===== src/rtl/game_pkg.sv =====
// game_pkg: shared game state encoding and timing/speed constants for game_ctrl, T-rex and obstacle blocks
package game_pkg;
  typedef enum logic [1:0] {WAITING = 2'd0, PLAYING = 2'd1, CRASHED = 2'd2, RESTART = 2'd3} game_state_t;
  localparam int CLK_FREQ = 100_000_000;
  localparam int FPS = 60;
  localparam int CLK_PER_FRAME = CLK_FREQ / FPS;
  localparam int START_SPEED = 6;
  localparam int MAX_SPEED = 13;
endpackage


===== src/rtl/game_ctrl_if.sv =====
// game_ctrl_if: game controller bus (btn_jump, crash in; frame_tick, timer, speed, jump, game_rst, score, game_state out)
interface game_ctrl_if;
  import game_pkg::*;
  logic btn_jump;
  logic crash;
  logic frame_tick;
  logic [5:0] timer;
  logic [3:0] speed;
  logic jump;
  logic game_rst;
  logic [15:0] score;
  game_state_t game_state;
  modport master (output btn_jump, crash, input frame_tick, timer, speed, jump, game_rst, score, game_state);
  modport slave (input btn_jump, crash, output frame_tick, timer, speed, jump, game_rst, score, game_state);
endinterface


===== src/rtl/game_ctrl_btn_sync.sv =====
// btn_sync: two-FF synchronizer plus rising-edge pulse (clk, rst, in -> rise)
module btn_sync (
  input  logic clk,
  input  logic rst,
  input  logic in,
  output logic rise
);
  logic [2:0] s;
  always_ff @(posedge clk) s <= rst ? '0 : {s[1:0], in};
  assign rise = s[1] & ~s[2];
endmodule


===== src/rtl/game_ctrl.sv =====
// game_ctrl: frame tick/timer, game FSM, jump pulse, speed ramp, score and soft reset (clk, rst, bus slave)
module game_ctrl import game_pkg::*; #(
  parameter int CLK_PER_FRAME = game_pkg::CLK_PER_FRAME,
  parameter int START_SPEED = game_pkg::START_SPEED,
  parameter int MAX_SPEED = game_pkg::MAX_SPEED,
  parameter int SPEEDUP_FRAMES = 600,
  parameter int RESTART_DELAY = 45
) (
  input logic clk,
  input logic rst,
  game_ctrl_if.slave bus
);
  localparam int CW = $clog2(CLK_PER_FRAME);
  localparam int SW = $clog2(SPEEDUP_FRAMES + 1);
  localparam int DW = $clog2(RESTART_DELAY + 1);
  logic [CW-1:0] clk_cnt;
  logic [SW-1:0] spd_cnt;
  logic [DW-1:0] dly;
  game_state_t state;
  logic jump_pend, rise, tick, jump_go, restart_go, delay_met, speed_step;
  logic [16:0] sum;
  btn_sync u_btn (.clk(clk), .rst(rst), .in(bus.btn_jump), .rise(rise));
  assign tick = clk_cnt == CW'(CLK_PER_FRAME - 1);
  assign delay_met = dly == DW'(RESTART_DELAY);
  // crash wins over a jump on the same tick
  assign jump_go = tick & jump_pend & (state == WAITING | (state == PLAYING & ~bus.crash));
  assign restart_go = tick & jump_pend & state == CRASHED & delay_met;
  assign speed_step = spd_cnt == SW'(SPEEDUP_FRAMES - 1);
  assign sum = {1'b0, bus.score} + 17'(bus.speed);
  assign bus.frame_tick = tick;
  assign bus.jump = jump_go;
  assign bus.game_state = state;
  always_ff @(posedge clk)
    if (rst) begin
      clk_cnt <= '0;
      bus.timer <= '0;
      state <= WAITING;
      bus.speed <= 4'(START_SPEED);
      bus.score <= '0;
      bus.game_rst <= 1'b0;
      spd_cnt <= '0;
      dly <= '0;
      jump_pend <= 1'b0;
    end else begin
      clk_cnt <= tick ? '0 : clk_cnt + 1'b1;
      if (tick) bus.timer <= bus.timer == 6'd59 ? '0 : bus.timer + 1'b1;
      // presses during the post-crash delay are discarded
      jump_pend <= state == CRASHED & ~delay_met ? 1'b0 : rise | (jump_pend & ~jump_go & ~restart_go);
      bus.game_rst <= restart_go;
      case (state)
        WAITING: if (jump_go) begin
          state <= PLAYING;
          bus.speed <= 4'(START_SPEED);
          bus.score <= '0;
          spd_cnt <= '0;
        end
        PLAYING: if (bus.crash) begin
          state <= CRASHED;
          dly <= '0;
        end else if (tick) begin
          bus.score <= sum[16] ? '1 : sum[15:0];
          spd_cnt <= speed_step ? '0 : spd_cnt + 1'b1;
          if (speed_step && bus.speed < 4'(MAX_SPEED)) bus.speed <= bus.speed + 1'b1;
        end
        CRASHED: begin
          if (tick & ~delay_met) dly <= dly + 1'b1;
          if (restart_go) state <= RESTART;
        end
        RESTART: begin
          state <= WAITING;
          bus.speed <= 4'(START_SPEED);
          bus.score <= '0;
          spd_cnt <= '0;
        end
      endcase
    end
endmodule


===== src/flat_wrapper.sv =====
// flat-port wrapper written by rule: the top's interface ports become plain ports
module game_ctrl_flat import game_pkg::*;
#(
  parameter int CLK_PER_FRAME = game_pkg::CLK_PER_FRAME,
  parameter int START_SPEED = game_pkg::START_SPEED,
  parameter int MAX_SPEED = game_pkg::MAX_SPEED,
  parameter int SPEEDUP_FRAMES = 600,
  parameter int RESTART_DELAY = 45
)
  (clk, rst, bus_btn_jump, bus_crash, bus_frame_tick, bus_timer, bus_speed, bus_jump, bus_game_rst, bus_score, bus_game_state);
  game_ctrl_if bus_i ();
  input logic clk;
  input logic rst;
  input wire logic [$bits(bus_i.btn_jump)-1:0] bus_btn_jump;
  input wire logic [$bits(bus_i.crash)-1:0] bus_crash;
  output wire logic [$bits(bus_i.frame_tick)-1:0] bus_frame_tick;
  output wire logic [$bits(bus_i.timer)-1:0] bus_timer;
  output wire logic [$bits(bus_i.speed)-1:0] bus_speed;
  output wire logic [$bits(bus_i.jump)-1:0] bus_jump;
  output wire logic [$bits(bus_i.game_rst)-1:0] bus_game_rst;
  output wire logic [$bits(bus_i.score)-1:0] bus_score;
  output wire logic [$bits(bus_i.game_state)-1:0] bus_game_state;
  assign bus_i.btn_jump = bus_btn_jump;
  assign bus_i.crash = bus_crash;
  assign bus_frame_tick = bus_i.frame_tick;
  assign bus_timer = bus_i.timer;
  assign bus_speed = bus_i.speed;
  assign bus_jump = bus_i.jump;
  assign bus_game_rst = bus_i.game_rst;
  assign bus_score = bus_i.score;
  assign bus_game_state = bus_i.game_state;
  game_ctrl #(.CLK_PER_FRAME(CLK_PER_FRAME), .START_SPEED(START_SPEED), .MAX_SPEED(MAX_SPEED), .SPEEDUP_FRAMES(SPEEDUP_FRAMES), .RESTART_DELAY(RESTART_DELAY)) u_core (.clk(clk), .rst(rst), .bus(bus_i));
endmodule

===== config.mk =====
export PLATFORM = sky130hd
export DESIGN_NAME = game_ctrl_flat
export DESIGN_NICKNAME = d
export VERILOG_FILES = /design/src/rtl/game_pkg.sv /design/src/rtl/game_ctrl_if.sv /design/src/rtl/game_ctrl_btn_sync.sv /design/src/rtl/game_ctrl.sv /design/src/flat_wrapper.sv
export SDC_FILE = /design/constraint.sdc
export NUM_CORES = 1
export LEC_CHECK = 0
export BUFFER_PORTS_ARGS = -buffer_cell sky130_fd_sc_hd__buf_2
export CORE_UTILIZATION = 45
export CTS_BUF_LIST = sky130_fd_sc_hd__clkbuf_4 sky130_fd_sc_hd__clkbuf_8
export CTS_CLUSTER_DIAMETER = 200
export DETAILED_ROUTE_END_ITERATION = 10
export PLACE_DENSITY = 0.73
export SLEW_MARGIN = 20
export SYNTH_ARGS = -nofsm -noshare
export SYNTH_HDL_FRONTEND = slang
export SYNTH_SLANG_ARGS = --single-unit

===== constraint.sdc =====
create_clock -name clk -period 2.4 [get_ports clk]
set_clock_uncertainty 0.05 [all_clocks]
set_input_delay 0.24 -clock clk [delete_from_list [all_inputs] [get_ports clk]]
set_output_delay 0.24 -clock clk [all_outputs]
set_load 0.02 [all_outputs]

==> metrics, run 1 <==
status=finished, final reports clean; Post-Synthesis Cell Area=approximately 3700 µm²; antenna violations before repair=0; # H-tree levels=3; Clk pin slew, worst setup/hold paths=~80 ps; xor/xnor share of the synthesized area=under 10%; Slew HR=a little over half; Slew Viols, Final=0; Die Area=between 8000 and 9000 µm²; vias per inst=5.77; number of port buffers=34; Avg Inst Size Synth=approximately 8.3 µm²; Post-synth EDFFs=0; Max Buffers Root-to-Sink=2; Synthesized Nets=472; Clk Latency, worst-skew pair=roughly 360 ps; most frequent CP cell=or4_4; layout cells sized above 1=about a fifth; vias in the first global route=around 3300; final instance area=4490 µm²; simple-gate area share of the yosys netlist=between 20% and 30%; drt total wl=~9.0 mm; CTS tree=built; Slew @ Worst Pin=between 600 and 700 ps; Std-Cell Rows=32; Final Hold Fails=0; fin crit period=roughly 2400 ps; fin nets=approximately 540; RSZ-0062 raised after global routing=true; maximum capacitance violations=0; CP max-delay cell=or4_4; CP max FO=4; type of origin of the critical path=flop; number of diodes=0; WS Path Type=flop to flop; CP Cell Sequence=or4b_4 > or4_4 > o31a_1 > or4_4 > a21oi_2; Layout area overhead=20.5%; CTS Buf Count=9; Leakage Power=between 1.5 and 2 nW; Buf/Inv on CP=0; cts-stage hold buffer count=0; Hold Path Class=primary input to flop; Worst Path Required=approximately 2600 ps; Yosys cell types=55; largest net degree at the start of global routing=32; die height=between 90 and 100 µm; via count=about 3600; first drt pass iteration count=4; DRC violations left=0; Seq/Total Area, Yosys=approximately 38%; DR iter-0 viols=around 190; Cells after DPL=605; setup violators final=0; first-pass GRT wire length=between 15 and 20 mm; Overall Global Routing Usage=between 20% and 30%; R2R setup slack=40 ps; clk sinks=70; VDD IR max=between 0.3 and 0.4 mV; I/O Pins=35; main combinational cell family by area after synthesis=simple AND/OR/NAND/NOR gates; antenna viol nets, final=0; f_max=between 0.4 and 0.5 GHz; delay-heaviest family, CP=simple AND/OR/NAND/NOR gates; GP Congestion=between 0.8 and 0.9; main flop type after synthesis=dfxtp_1; Arr. time, crit path=between 2000 and 3000 ps; GRT overflow=0; Ys Warns=0; worst hold slack=approximately 64 ps; period utilisation layout=a little over nine tenths; DIE WIDTH=93.0 µm; Async SR Flop Fraction=0%; clock root buffer=clkbuf_8; Placed Area=about 4200 µm²; CP max stage delay=around 550 ps; Cell Count, Final, Fillers Out=just over 600; post-synthesis compound-gate area fraction=a little under a fifth; WL per Instance=approximately 14 µm; Final HPWL DP=6.49 mm; Synth Area in Adders=just under 6%; flops & latches, synth=70; CORE AREA=7890 µm²; endpoint type of the worst setup path=flop; Initial Util=47.3%; power per cell area=between 600 and 700 nW/µm²; Syn Inst Count=between 400 and 500; post-synthesis mux area share=less than 1%
==> synth_stat cells (all sizes together), types with 3 or more instances <==
library cell | instances | area share (%)
o21ai | 30 | 4.0
and2 | 5 | 0.84
nor2b | 9 | 1.5
o2bb2ai | 3 | 0.71
or3 | 4 | 0.67
nand4b | 7 | 1.6
ha | 16 | 5.4
xor2 | 11 | 2.6
nand2 | 32 | 3.2
a41oi | 3 | 0.71
nand2b | 3 | 0.50
clkbuf | 16 | 1.6
nor2 | 41 | 4.1
nand3 | 31 | 4.2
a211oi | 7 | 1.4
o31ai | 7 | 1.4
dfxtp | 70 | 38
nand4 | 12 | 2.0
nor4 | 6 | 1.3
nor3 | 17 | 2.3
and3 | 17 | 2.9
or4 | 7 | 1.6
inv | 12 | 1.2
a31oi | 7 | 1.2
a21oi | 33 | 4.4
xnor2 | 10 | 2.3
==> flip-flops by register name, indices dropped and copies added, names as in the netlist <==
register / flops
u_core.jump_pend: 1
u_core.bus.game_rst: 1
u_core.bus.timer: 6
u_core.bus.game_state: 2
u_core.bus.speed: 4
u_core.bus.score: 16
u_core.u_btn.s: 3
u_core.dly: 6
u_core.clk_cnt: 21
u_core.spd_cnt: 10
==> per-stage QoR <==
stage | setup slack, ps | TNS (ps) | power [mW] | utilization (%)
floorplan | 6.37 | 0 | 1.54 | -
global placement | 64.1 | 0 | 1.73 | 53.5
detailed placement | 18.4 | 0 | 1.75 | 53.5
CTS | 35.0 | 0 | 2.70 | 56.1
global route | -62.6 | -99.8 | 2.85 | 56.9
finish | 42.1 | 0 | 2.71 | 56.9
==> area by class of cell <==
class	instances	area (µm²)
Fill cell	703	3400
Clock buffer	10	138
Sequential cell	70	1400
Tap cell	102	128
Multi-Input combinational cell	352	2270
Clock inverter	6	61.3
Inverter	12	45.0
Timing Repair Buffer	70	443
==> worst reg2reg max path: cells and delay by family (launching register included) <==
| family | cells | cell delay (ps) |
|---|---|---|
| simple gates | 3 | 1520 |
| flops | 1 | 320 |
| compound gates | 2 | 410 |
==> routing by layer <==
metal | track usage (%) | vias up | routed length [µm]
met4 | 10.3 | 0 | 191
met5 | 0 | - | 0
met1 | 29.3 | 1689 | 4270
met3 | 3.98 | 16 | 386
met2 | 34.4 | 80 | 4160
li1 | - | 1805 | -
==> worst paths after layout <==
path                       endpoint  depth (start not counted)              start
setup / recovery      u_core.dly[5]                          5  u_core.clk_cnt[4]
setup reg to reg      u_core.dly[5]                          5  u_core.clk_cnt[4]
hold / removal    u_core.u_btn.s[0]                          2       bus_btn_jump
hold reg to reg   u_core.clk_cnt[0]                          1  u_core.clk_cnt[0]
==> power by group <==
group / internal [mW] / switching (mW)
Combinational: 0.223 / 0.341
Sequential: 1.18 / 0.0103
Clock: 0.504 / 0.458
Total: 1.90 / 0.810
==> cell families after synthesis <==
kind of cell | Yosys count
and+or+nand+nor | 202
AOI/OAI and AO/OA | 110
DFF | 70
buffers and inverters | 29
xor gates and xnor gates | 21
adders and majority gates | 17
muxes | 2
==> cell usage in the layout, fill, tap and decap left out, types with 5 or more instances in the layout <==
master and instances:
nor2_1 39, and3_1 17, a31oi_1 6, o31ai_1 6, ha_1 16, buf_4 37, a211oi_1 5, o21ai_0 30
xor2_1 11, nor2b_1 9, nand4b_1 7, buf_2 33, a21oi_1 31, dfxtp_1 68, clkbuf_8 10, and2_1 5
xnor2_1 10, inv_1 12, nand3_1 31, nand4_1 12, nor3_1 17, nand2_1 32
==> what timing repair did <==
action                                  in CTS  in global routing
endpoints found under the setup margin       1                 10
pin swaps                                    1                  3
setup buffers                                0                  1
resized for setup                            0                 14
No activity file was read; power rests on OpenSTA's default activity.
==> inputs of run 2 (changes only) <==
- MAX_ROUTING_LAYER: not set -> met4
- SETUP_SLACK_MARGIN: not set -> 0.1
==> run 2 against run 1 <==
Final cell count up 1.1%. First-iteration DRC count increased by 20%. Power rose by 5.2%. Flip-flop and latch count stayed put. Count of clock-buffer cells in the layout unchanged. Non-clock buffer count up 7. Global-route usage is 1.3 points higher. Routed wire length rose by 8.1%. Maximum frequency is 0.30% higher. Critical path depth is 2 higher. Worst setup slack gained 7.1 ps. Worst hold slack got worse by 11 ps. Largest cell class unchanged. Highest routed layer unchanged.
==> metrics, run 2 (synthesis results as in run 1) <==
status=finished, final reports clean; CP max FO=3 (-1); WS Path Type=flop to flop; WL per Instance=15.5 µm (+6.8%); Worst Path Required=2600 ps (-40 ps); Sum Neg Setup Slack=0 ps (unchanged); largest net degree at the start of global routing=20 (-38%); fin crit period=2350 ps (-7.09 ps); number of port buffers=34 (unchanged); DR iter-0 viols=224 (+20%); Overall Global Routing Usage=23.3% (+1.3 points); Clk pin slew, worst setup/hold paths=80 ps (about the same); vias per inst=5.89 (+2.0%); Final Hold Fails=0 (unchanged); R2R depth=7 (+2); GRT busiest layer=met2; Slew Viols, Final=0 (unchanged); Largest regs=u_core.clk_cnt (21), u_core.bus.score (16), u_core.spd_cnt (10); Die Area=8650 µm² (unchanged); DIE WIDTH=93.0 µm (unchanged); Clk Latency, worst-skew pair=360 ps (about the same); Leakage Power=1.80 nW (+3.6%); Std-Cell Rows=32 (unchanged); global-route track usage on met2=37.4% (+3.0 points); commonest non-fill, non-tap cell in the layout=dfxtp_1; Arr. time, crit path=2550 ps (-50 ps); met1 GRT Util=28.9% (-0.43 points); Initial Util=47.3% (unchanged); Hold Path Origin=bus_btn_jump; fin nets=543 (+1.3%); drt total wl=9.73 mm (+8.1%); setup violators final=0 (unchanged); GRT overflow=0 (unchanged); CTS tree=built; total power=2.85 mW (+5.2%); Slew HR=56.4% (+2.0 points); Hold Path Class=primary input to flop; R2R setup slack=50 ps (about the same); number of diodes=0 (unchanged); Slew @ Worst Pin=648 ps (-29.8 ps); Final HPWL DP=6.68 mm (+2.9%); first-pass GRT wire length=15.6 mm (+2.0%); most frequent cells in the layout=dfxtp_1 (68), buf_4 (40), nor2_1 (38); layout cells sized above 1=22.8% (+2.0 points); endpoint type of the worst setup path=flop; type of origin of the critical path=flop; vias in the first global route=3373 (+1.5%); clock root buffer=clkbuf_8; Max Buffers Root-to-Sink=2 (unchanged); CTS Buf Count=9 (unchanged); most flop-heavy register=u_core.clk_cnt; RSZ-0062 raised after global routing=true; Worst Setup SP=u_core.clk_cnt[17]; FILL cells=712 (+1.3%); period utilisation layout=98.0% (-0.30 points); GR met3 Demand/Resource=6.10% (+2.1 points); # H-tree levels=3 (unchanged); via count=3703 (+3.1%); clk sinks=70 (unchanged); reg-to-reg endpoint=u_core.bus.game_state[0]; Largest register FFs=21 (unchanged); Cell Count, Final, Fillers Out=629 (+1.1%); antenna violations before repair=0 (unchanged); Cells after DPL=605 (unchanged); Layout area overhead=24.4%; CP Capture Point=u_core.bus.game_state[0]; first drt pass iteration count=5 (+1); maximum capacitance violations=0 (unchanged); f_max=0.425 GHz (+0.30%); die height=93.0 µm (unchanged); I/O Pins=35 (unchanged); Final Util=58.8% (+1.9 points); power per cell area=616 nW/µm² (+1.9%); cts-stage hold buffer count=0 (unchanged); CORE AREA=7890 µm² (unchanged); VDD IR max=0.349 mV (+6.3%); antenna viol nets, final=0 (unchanged); GP Congestion=0.856 (-1.3%); DRC violations left=0 (unchanged); reg2reg start=u_core.clk_cnt[17]
## run 2: cell count changes in the layout (fill, tap and decap cells not counted), sizes merged
cell / previous run / this run
clkinv: 4 / 1
inv: 12 / 13
clkinvlp: 1 / 3
buf: 70 / 77
## run 2: area by class of cell
| type | count | area, µm² | area share, % |
|---|---|---|---|
| Timing Repair Buffer | 77 | 526 | 11.3 |
| Clock buffer | 10 | 138 | 2.97 |
| Multi-Input combinational cell | 352 | 2330 | 50.2 |
| Sequential cell | 70 | 1400 | 30.3 |
| Tap cell | 102 | 128 | 2.75 |
| Clock inverter | 6 | 70.1 | 1.51 |
| Inverter | 12 | 45.0 | 0.971 |
## run 2: through the flow
step,worst slack (ps),hold WS [ps],area [µm²]
after floorplan,65.7,318,3740
after global placement,55.1,380,4230
after detailed placement,-2.88,401,4230
after CTS,48.8,53.2,4470
after global routing,-30.9,52.8,4640
final,49.2,53.1,4640
## run 2: metal layers
| layer | routed length [µm] | up-vias |
|---|---|---|
| li1 | - | 1814 |
| met1 | 4380 | 1780 |
| met2 | 4720 | 98 |
| met3 | 516 | 11 |
| met4 | 116 | 0 |
| met5 | 0 | - |
## run 2: how the worst min path moves through the flow
stage	endpoint	slack [ps]	depth (start not counted)
floorplan	u_core.u_btn.s[0]	320	1
global placement	u_core.u_btn.s[1]	380	1
detailed placement	u_core.u_btn.s[1]	400	1
CTS	u_core.u_btn.s[0]	50	2
global route	u_core.u_btn.s[0]	50	2
finish	u_core.u_btn.s[0]	50	2
## run 2: power by group
part           switching, mW  internal (mW)
Sequential           0.00999           1.18
Clock                  0.490          0.513
Combinational          0.377          0.290
## run 2: repair_timing
| item | CTS | global route |
|---|---|---|
| setup buffers | 1 | 7 |
| gates resized for setup | 4 | 26 |
| setup endpoints to repair | 19 | 28 |
| pin swaps | 3 | 10 |
| hold endpoints to repair | 0 | 0 |
## run 2: critical path, stage by stage, from the launching register on
cell	delay, ps
dfxtp_1	310
or4_4	550
or4_4	540
buf_6	140
nor4_4	210
buf_4	170
nor3_1	40
a2111oi_1	230
